### src/rtl/light_pkg.sv
// Shared state codes, lamp bit positions and sequencing helpers for the traffic-light sequencer.
// The FLASH lamp decode exists only when LIGHT_SEQ_FLASH_EN is defined.
package light_pkg;

  typedef enum logic [1:0] {
    ST_RED    = 2'd0,
    ST_GREEN  = 2'd1,
    ST_YELLOW = 2'd2,
    ST_FLASH  = 2'd3
  } state_t;

  localparam int LAMP_RED = 2;
  localparam int LAMP_YEL = 1;
  localparam int LAMP_GRN = 0;

  // Normal cycle order; any unexpected code (including FLASH) resumes at RED.
  function automatic state_t next_state(input state_t st);
    case (st)
      ST_RED:    return ST_GREEN;
      ST_GREEN:  return ST_YELLOW;
      default:   return ST_RED;
    endcase
  endfunction

  // Base lamp pattern for a state; FLASH blink gating is applied by the caller.
  function automatic logic [2:0] lamp_mask(input state_t st);
    logic [2:0] m;
    m = '0;
    case (st)
      ST_GREEN:  m[LAMP_GRN] = 1'b1;
      ST_YELLOW: m[LAMP_YEL] = 1'b1;
`ifdef LIGHT_SEQ_FLASH_EN
      ST_FLASH:  m[LAMP_YEL] = 1'b1;
`endif
      default:   m[LAMP_RED] = 1'b1;
    endcase
    return m;
  endfunction

endpackage

### src/rtl/dwell_timer.sv
// Loadable down-counter advanced by the slow tick; parks at zero and exposes a zero flag.
// A load always wins over counting so the owner can restart or shorten a period at any time.
module dwell_timer #(
  parameter int               CNT_W   = 4,
  parameter logic [CNT_W-1:0] RST_VAL = '0
) (
  input  logic             clk,
  input  logic             reset,
  input  logic             tick,
  input  logic             load,
  input  logic [CNT_W-1:0] load_val,
  output logic [CNT_W-1:0] count,
  output logic             zero
);

  logic [CNT_W-1:0] count_reg;
  logic [CNT_W-1:0] count_next;

  always_comb begin
    count_next = count_reg;
    if (load) begin
      count_next = load_val;
    end else if (tick && (count_reg != '0)) begin
      count_next = count_reg - CNT_W'(1);
    end
  end

  always_ff @(posedge clk) begin
    if (!reset) begin
      count_reg <= RST_VAL;
    end else begin
      count_reg <= count_next;
    end
  end

  assign count = count_reg;
  assign zero  = (count_reg == '0);

endmodule

### src/rtl/light_sequencer.sv
// RED -> GREEN -> YELLOW traffic-light sequencer with pedestrian-request shortening of GREEN.
// Define LIGHT_SEQ_FLASH_EN to add the flash input and the blinking-yellow FLASH state.
module light_sequencer
  import light_pkg::*;
#(
  parameter int CNT_W        = 4,
  parameter int RED_TICKS    = 6,
  parameter int GREEN_TICKS  = 8,
  parameter int YELLOW_TICKS = 2
) (
  input  logic             clk,
  input  logic             reset,
  input  logic             tick,
  input  logic             req,
`ifdef LIGHT_SEQ_FLASH_EN
  input  logic             flash,
`endif
  output logic [2:0]       lights,
  output logic [1:0]       state,
  output logic [CNT_W-1:0] remain,
  output logic             req_ack
);

  localparam logic [CNT_W-1:0] RED_LOAD    = CNT_W'(RED_TICKS - 1);
  localparam logic [CNT_W-1:0] GREEN_LOAD  = CNT_W'(GREEN_TICKS - 1);
  localparam logic [CNT_W-1:0] YELLOW_LOAD = CNT_W'(YELLOW_TICKS - 1);

  state_t           state_reg, state_next;
  logic             pending_reg, pending_next;
  logic             ack_reg, ack_next;
  logic [2:0]       lights_reg, lights_next;
  logic [2:0]       base_mask;
  logic             yel_gate;
  logic             load;
  logic [CNT_W-1:0] load_val;
  logic [CNT_W-1:0] remain_cnt;
  logic             remain_zero;
`ifdef LIGHT_SEQ_FLASH_EN
  logic             blink_reg, blink_next;
`endif

  function automatic logic [CNT_W-1:0] load_for(input state_t st);
    case (st)
      ST_GREEN:  return GREEN_LOAD;
      ST_YELLOW: return YELLOW_LOAD;
      default:   return RED_LOAD;
    endcase
  endfunction

  dwell_timer #(
    .CNT_W   (CNT_W),
    .RST_VAL (RED_LOAD)
  ) u_dwell (
    .clk      (clk),
    .reset    (reset),
    .tick     (tick),
    .load     (load),
    .load_val (load_val),
    .count    (remain_cnt),
    .zero     (remain_zero)
  );

  always_comb begin
    state_next   = state_reg;
    pending_next = pending_reg;
    ack_next     = 1'b0;
    load         = 1'b0;
    load_val     = remain_cnt;
    yel_gate     = 1'b1;
`ifdef LIGHT_SEQ_FLASH_EN
    blink_next   = blink_reg;
`endif

    if (tick && remain_zero) begin
      state_next = next_state(state_reg);
      load       = 1'b1;
      load_val   = load_for(state_next);
    end else if (tick && (state_reg == ST_GREEN) && pending_reg && (remain_cnt > CNT_W'(1))) begin
      // A waiting pedestrian cuts GREEN down to its last two ticks.
      load     = 1'b1;
      load_val = CNT_W'(1);
    end

    // Entering RED retires the request; a req on that same edge is dropped.
    if ((state_next == ST_RED) && (state_reg != ST_RED)) begin
      pending_next = 1'b0;
      ack_next     = pending_reg;
    end else if (req && ((state_reg == ST_GREEN) || (state_reg == ST_YELLOW))) begin
      pending_next = 1'b1;
    end

`ifdef LIGHT_SEQ_FLASH_EN
    if (flash) begin
      state_next   = ST_FLASH;
      load         = 1'b1;
      load_val     = '0;
      pending_next = 1'b0;
      ack_next     = 1'b0;
      blink_next   = (state_reg != ST_FLASH) ? 1'b1 : (blink_reg ^ tick);
    end else if (state_reg == ST_FLASH) begin
      state_next   = ST_RED;
      load         = 1'b1;
      load_val     = RED_LOAD;
      pending_next = 1'b0;
      ack_next     = 1'b0;
    end
    if (state_next == ST_FLASH) begin
      yel_gate = blink_next;
    end
`endif

    base_mask = lamp_mask(state_next);
  end

  // Lamps are decoded from the next state so they switch on the same edge as state.
  for (genvar gi = 0; gi < 3; gi++) begin : g_lamp
    if (gi == LAMP_YEL) begin : g_yel
      assign lights_next[gi] = base_mask[gi] & yel_gate;
    end else begin : g_other
      assign lights_next[gi] = base_mask[gi];
    end
  end

  always_ff @(posedge clk) begin
    if (!reset) begin
      state_reg   <= ST_RED;
      pending_reg <= 1'b0;
      ack_reg     <= 1'b0;
      lights_reg  <= lamp_mask(ST_RED);
    end else begin
      state_reg   <= state_next;
      pending_reg <= pending_next;
      ack_reg     <= ack_next;
      lights_reg  <= lights_next;
    end
  end

`ifdef LIGHT_SEQ_FLASH_EN
  always_ff @(posedge clk) begin
    if (!reset) begin
      blink_reg <= 1'b1;
    end else begin
      blink_reg <= blink_next;
    end
  end
`endif

  assign lights  = lights_reg;
  assign state   = state_reg;
  assign remain  = remain_cnt;
  assign req_ack = ack_reg;

endmodule

### config.mk
export PLATFORM = sky130hd
export DESIGN_NAME = light_sequencer
export DESIGN_NICKNAME = d
export VERILOG_FILES = /design/src/rtl/light_pkg.sv /design/src/rtl/dwell_timer.sv /design/src/rtl/light_sequencer.sv
export SDC_FILE = /design/constraint.sdc
export NUM_CORES = 1
export LEC_CHECK = 0
export CAP_MARGIN = 20
export CORE_UTILIZATION = 40
export CTS_BUF_LIST = sky130_fd_sc_hd__clkbuf_4
export DETAILED_ROUTE_END_ITERATION = 7
export PLACE_DENSITY = 0.66
export SYNTH_ARGS = -nofsm -noshare
export SYNTH_HDL_FRONTEND = slang
export SYNTH_SLANG_ARGS = --single-unit
export TNS_END_PERCENT = 50
### constraint.sdc
create_clock -name clk -period 2.4 [get_ports clk]
set_clock_uncertainty 0.1 [all_clocks]
set_input_delay 0.48 -clock clk [delete_from_list [all_inputs] [get_ports clk]]
set_output_delay 0.48 -clock clk [all_outputs]
set_load 0.01 [all_outputs]
# After elaboration in Yosys (flattened, before gate mapping)

Cells that the tools add are included.

Bits in registers: 11
Input bits: 4
Output and inout bits: 10
Word-level logic and storage cells: 46

$add $sub $neg: 1
Magnitude comparators: 1
Eq/ne operators: 7
Muxes and demuxes: 13
Bitwise operators: 1
Reduce and logical (&&, ||, !) cells: 18

Operators with widths:

| cell                | count |
|---|---|
| $mux 4              | 4 |
| $logic_and 1x1->1   | 7 |
| $eq 2x1->1 const B  | 3 |
| $eq 2x2->1 const B  | 3 |
| $pmux 3 s2          | 1 |
| $mux 1              | 5 |
| $gt 4x1->1 const B  | 1 |
| $logic_not 2->1     | 2 |
| $logic_not 4->1     | 1 |
| $mux 2              | 2 |
| $pmux 2 s2          | 1 |
| $reduce_and 2->1    | 2 |
| $reduce_bool 2->1   | 2 |
| $reduce_bool 4->1   | 1 |
| $reduce_or 2->1     | 2 |
| $sub 4x1->4 const B | 1 |
| $ne 3x1->1 const B  | 1 |
| $logic_or 1x1->1    | 1 |
| $not 1->1           | 1 |

# Longest topological paths before layout

Word-level depth: 8
Gate-level depth with buffers: 8
Depth with buffers taken out: 8

# By module

From an unflattened synthesis, not the netlist that was laid out.

Cell total of the unflattened synthesis: 81
Area, all modules: 704.4 µm²

By module, submodules not included:

| module          | times used | cells an instance | area an instance (µm²) | seq. area each (µm²) |
|---|---|---|---|---|
| light_sequencer | 1          | 51                | 440.4                  | 140.1 |
| dwell_timer     | 1          | 30                | 264.0                  | 80.1 |

# Worst setup path after synthesis

OpenSTA, ideal clock, no wires.

Path type: flip-flop to flip-flop
From: register u_dwell.count_reg[0] (netlist: u_dwell.count[0])
To: register pending_reg
Library setup time: 116 ps
Arrival time: 1,617 ps
Slack: 567 ps
Cell stages (with the launch flop): 9
Period minus slack after synthesis: 1,833 ps
Cell sequence: dfxtp_1 -> inv_1 -> ha_1 -> and4bb_2 -> mux2i_1 -> ha_1 -> inv_1 -> o21ai_0 -> nor2_1

Longest elaborated chain between the ends: 6

Ends and longest elaborated chain:

| item                             | RTL line               | source |
|---|---|---|
| start: declaration               | dwell_timer.sv:16      | `logic [CNT_W-1:0] count_reg;` |
| start signal: assignment         | dwell_timer.sv:32      | `count_reg <= count_next;` |
| $logic_not 4->1                  | dwell_timer.sv:37      | `assign zero = (count_reg == '0);` |
| $logic_and 1x1->1                | light_sequencer.sv:74  | `if (tick && remain_zero) begin` |
| $mux 2                           | light_sequencer.sv:74  |  |
| $logic_not 2->1                  | light_sequencer.sv:85  | `if ((state_next == ST_RED) && (state_reg != ST_RED)) begin` |
| $logic_and 1x1->1                | light_sequencer.sv:85  |  |
| $reduce_or 2->1 (no source line) | -                      |  |
| end signal: assignment           | light_sequencer.sv:132 | `pending_reg <= pending_next;` |
| end: declaration                 | light_sequencer.sv:29  | `logic pending_reg, pending_next;` |

No other way between the ends.
A chain may end at the register's enable or synchronous reset.

# Final worst setup path

From: input port tick
To: register pending_reg

Longest elaborated chain between the ends: 5

Ends and longest elaborated chain:

| item                             | RTL line              | source |
|---|---|---|
| start: declaration               | light_sequencer.sv:13 | `input logic tick,` |
| $logic_and 1x1->1                | light_sequencer.sv:74 |  |
| $mux 2                           | light_sequencer.sv:74 |  |
| $logic_not 2->1                  | light_sequencer.sv:85 |  |
| $logic_and 1x1->1                | light_sequencer.sv:85 |  |
| $reduce_or 2->1 (no source line) | -                     |  |

No other way between the ends.

==> flow_metrics.env <==
export IMPL_avgViaCountPerCell=5.05
export IMPL_tightestPinTransition_ns=0.666
export IMPL_synth_seq_cells=11
export IMPL_cts_buffers=3
export IMPL_tritoncts="yes"
export IMPL_finalSetupTns_ns=0
export IMPL_yosysWarnings=0
export IMPL_dieArea_um2=1650
export IMPL_holdCritPathClass="reg -> reg"
export IMPL_htree_levels=1
export IMPL_setup_slack_ns=0.405
export IMPL_post_cts_buffers=0
export IMPL_critPathKind="in -> reg"
export IMPL_numPortBuffers=13
export IMPL_vias=485
export IMPL_grt_usage_pct=16.3
export IMPL_cp_arrival_ns=2.05
export IMPL_first_iter_violations=8
export IMPL_hold_viol=0
export IMPL_antenna_cells=0
export IMPL_fin_crit_ns=2.00
export IMPL_asyncSetResetFlopFracSynth_pct=0
export IMPL_avgSynthCellArea_um2=9.31
export IMPL_post_route_util_pct=57.8
export IMPL_critPathMaxFanout=4
export IMPL_yosys_area_top_type_share_pct=37.0
export IMPL_grt_antenna_before_repair=0
export IMPL_p_leak_nw=0.328
export IMPL_syn_area_um2=596
export IMPL_ant_nets=0
export IMPL_place_ws_ns=0.115
export IMPL_r2r_slack_ns=0.44
export IMPL_synth_largest_area_cell="dfxtp_1"
export IMPL_dp_cells=92
export IMPL_relSlewSlack_pct=55.5
export IMPL_start_kind="input pin"
export IMPL_die_h_um=40.6
export IMPL_synth_common_cells="11 x dfxtp_1, 8 x ha_1, 7 x inv_1"
export IMPL_finalCritPeriodShare_pct=83.1
export IMPL_cts_hold_buf=0
export IMPL_synth_main_ff_cell="dfxtp_1"
export IMPL_clk_insertion_delay_late_ns=0.27
export IMPL_irDropWorstVdd_v=0.000379
export IMPL_p_per_area_nw_per_um2=500
export IMPL_fin_cells=96
export IMPL_synthesis_nets=76
export IMPL_drc=0
export IMPL_grt_pass1_wl_um=1690
export IMPL_largest_reg_flops=4
export IMPL_core_area_um2=1350
export IMPL_root_buffer="clkbuf_4"
export IMPL_final_layout_size_suffix_gt1_share_pct=9.88
export IMPL_fill_cells=123
export IMPL_netlist_cell_type_count=29
export IMPL_drt_total_wl_um=1100
export IMPL_clockBufferDepth=2
export IMPL_ys_seq_area_share_pct=37.0
export IMPL_cts_sinks=11
export IMPL_chipWidth_um=40.6
export IMPL_design_area_um2=781
export IMPL_endpoint_kind="flop"
export IMPL_yosys_top_cells_area="dfxtp_1 37%, ha_1 17%, inv_1 4.4%"
export IMPL_outcome="finished, final reports clean"
export IMPL_start_util_pct=44.1
export IMPL_rsz0062_at_grt="false"
export IMPL_area_delta_synth_final_pct=31.1
export IMPL_design_power_total_mw=0.390
export IMPL_grt_pass1_vias=410
export IMPL_synthCells=64
export IMPL_grt_max_degree=15
export IMPL_post_drt_wl_per_cell_um=11.5
export IMPL_dr_pass1_iters=4
export IMPL_setup_viol=0
export IMPL_placed_area_um2=751
export IMPL_gp_congestion=0.614
export IMPL_maxCapViolations=0
export IMPL_synth_edf_count=0
export IMPL_clkTransAtPathRegs_ns=0.06
export IMPL_overflow=0
export IMPL_whs_ns=0.386
export IMPL_max_freq_ghz=0.501
export IMPL_cp_data_required_time_ns=2.46
export IMPL_pin_count=14
export IMPL_timing_final_max_slew_violations=0
export IMPL_num_rows=13
export IMPL_nets=94
export IMPL_post_cts_resized=0
export IMPL_dp_hpwl_um=820
export IMPL_synthMostInstantiatedCell="dfxtp_1"
[critical path, stage by stage]
cell	delay, ns
clkdlybuf4s50_1	0.48
and4bb_2	0.27
mux2i_1	0.35
ha_1	0.21
inv_1	0.05
o21ai_0	0.16
nor2_1	0.06
[path summary, 6_finish.rpt]
check,cells after the start,endpoint,start
worst min register to register,2,req_ack$_SDFF_PN0_,pending_reg$_SDFFE_PP0P_
worst max register to register,8,pending_reg$_SDFFE_PP0P_,u_dwell.count[0]$_SDFFE_PN1P_
worst min-delay path,2,req_ack$_SDFF_PN0_,pending_reg$_SDFFE_PP0P_
worst max-delay path,7,pending_reg$_SDFFE_PP0P_,tick
[metal layers]
layer	routed length, um	track usage (%)	vias to the layer above	part of all wire, %
li1	-	-	255	-
met1	554	18.9	213	50
met2	488	25.8	12	44
met3	32	3.33	5	2.9
met4	28	12.5	0	2.5
met5	0	0	-	0
[area by class of cell]
class	count	area [um^2]	share of cell area (%)
multi-input combinational	44	340	43.6
tap	15	18.8	2.40
timing repair buffer	15	145	18.6
clock buffer	4	30.0	3.85
inverter	7	26.3	3.37
sequential	11	220	28.2
[cells by family (layout without fill, tap and decap cells)]
logic type                 count (synthesis)  after routing  share of synthesized area (%)
and+or+nand+nor                           24             24                           24.6
muxes                                      2              2                           3.36
AOI/OAI and AO/OA                         10             10                           12.4
buffers and inverters                      9             26                           5.88
DFF                                       11             11                           37.0
adders and majority gates                  8              8                           16.8
[report_power, final]
group | leakage, nW | total (mW) | internal [mW] | switching [mW]
Clock | 0.0184 | 0.134 | 0.0756 | 0.0587
Combinational | 0.220 | 0.0585 | 0.0337 | 0.0248
Sequential | 0.0895 | 0.197 | 0.189 | 0.00804
[placed cells by master, fill, tap and decap left out]
| cell | instances |
|---|---|
| or3b_1 | 1 |
| a21oi_1 | 1 |
| ha_1 | 8 |
| nor3b_1 | 1 |
| nand3_1 | 1 |
| dfxtp_1 | 11 |
| a31oi_1 | 1 |
| clkdlybuf4s50_1 | 13 |
| o211ai_1 | 1 |
| mux2i_1 | 2 |
| buf_4 | 2 |
| a41oi_1 | 1 |
| o21ai_0 | 2 |
| nand3b_1 | 1 |
| a311o_1 | 1 |
| o31a_1 | 1 |
| inv_1 | 7 |
| and4bb_2 | 1 |
| nor3_1 | 1 |
| or2b_1 | 1 |
| and3b_1 | 1 |
| clkbuf_4 | 4 |
| o2111ai_1 | 1 |
| and2_1 | 2 |
| nor2_1 | 2 |
| nand2_1 | 6 |
| o41ai_1 | 1 |
| nor2b_1 | 4 |
| and3b_2 | 1 |
| or3_1 | 1 |
(Power assumes the default switching activity.)
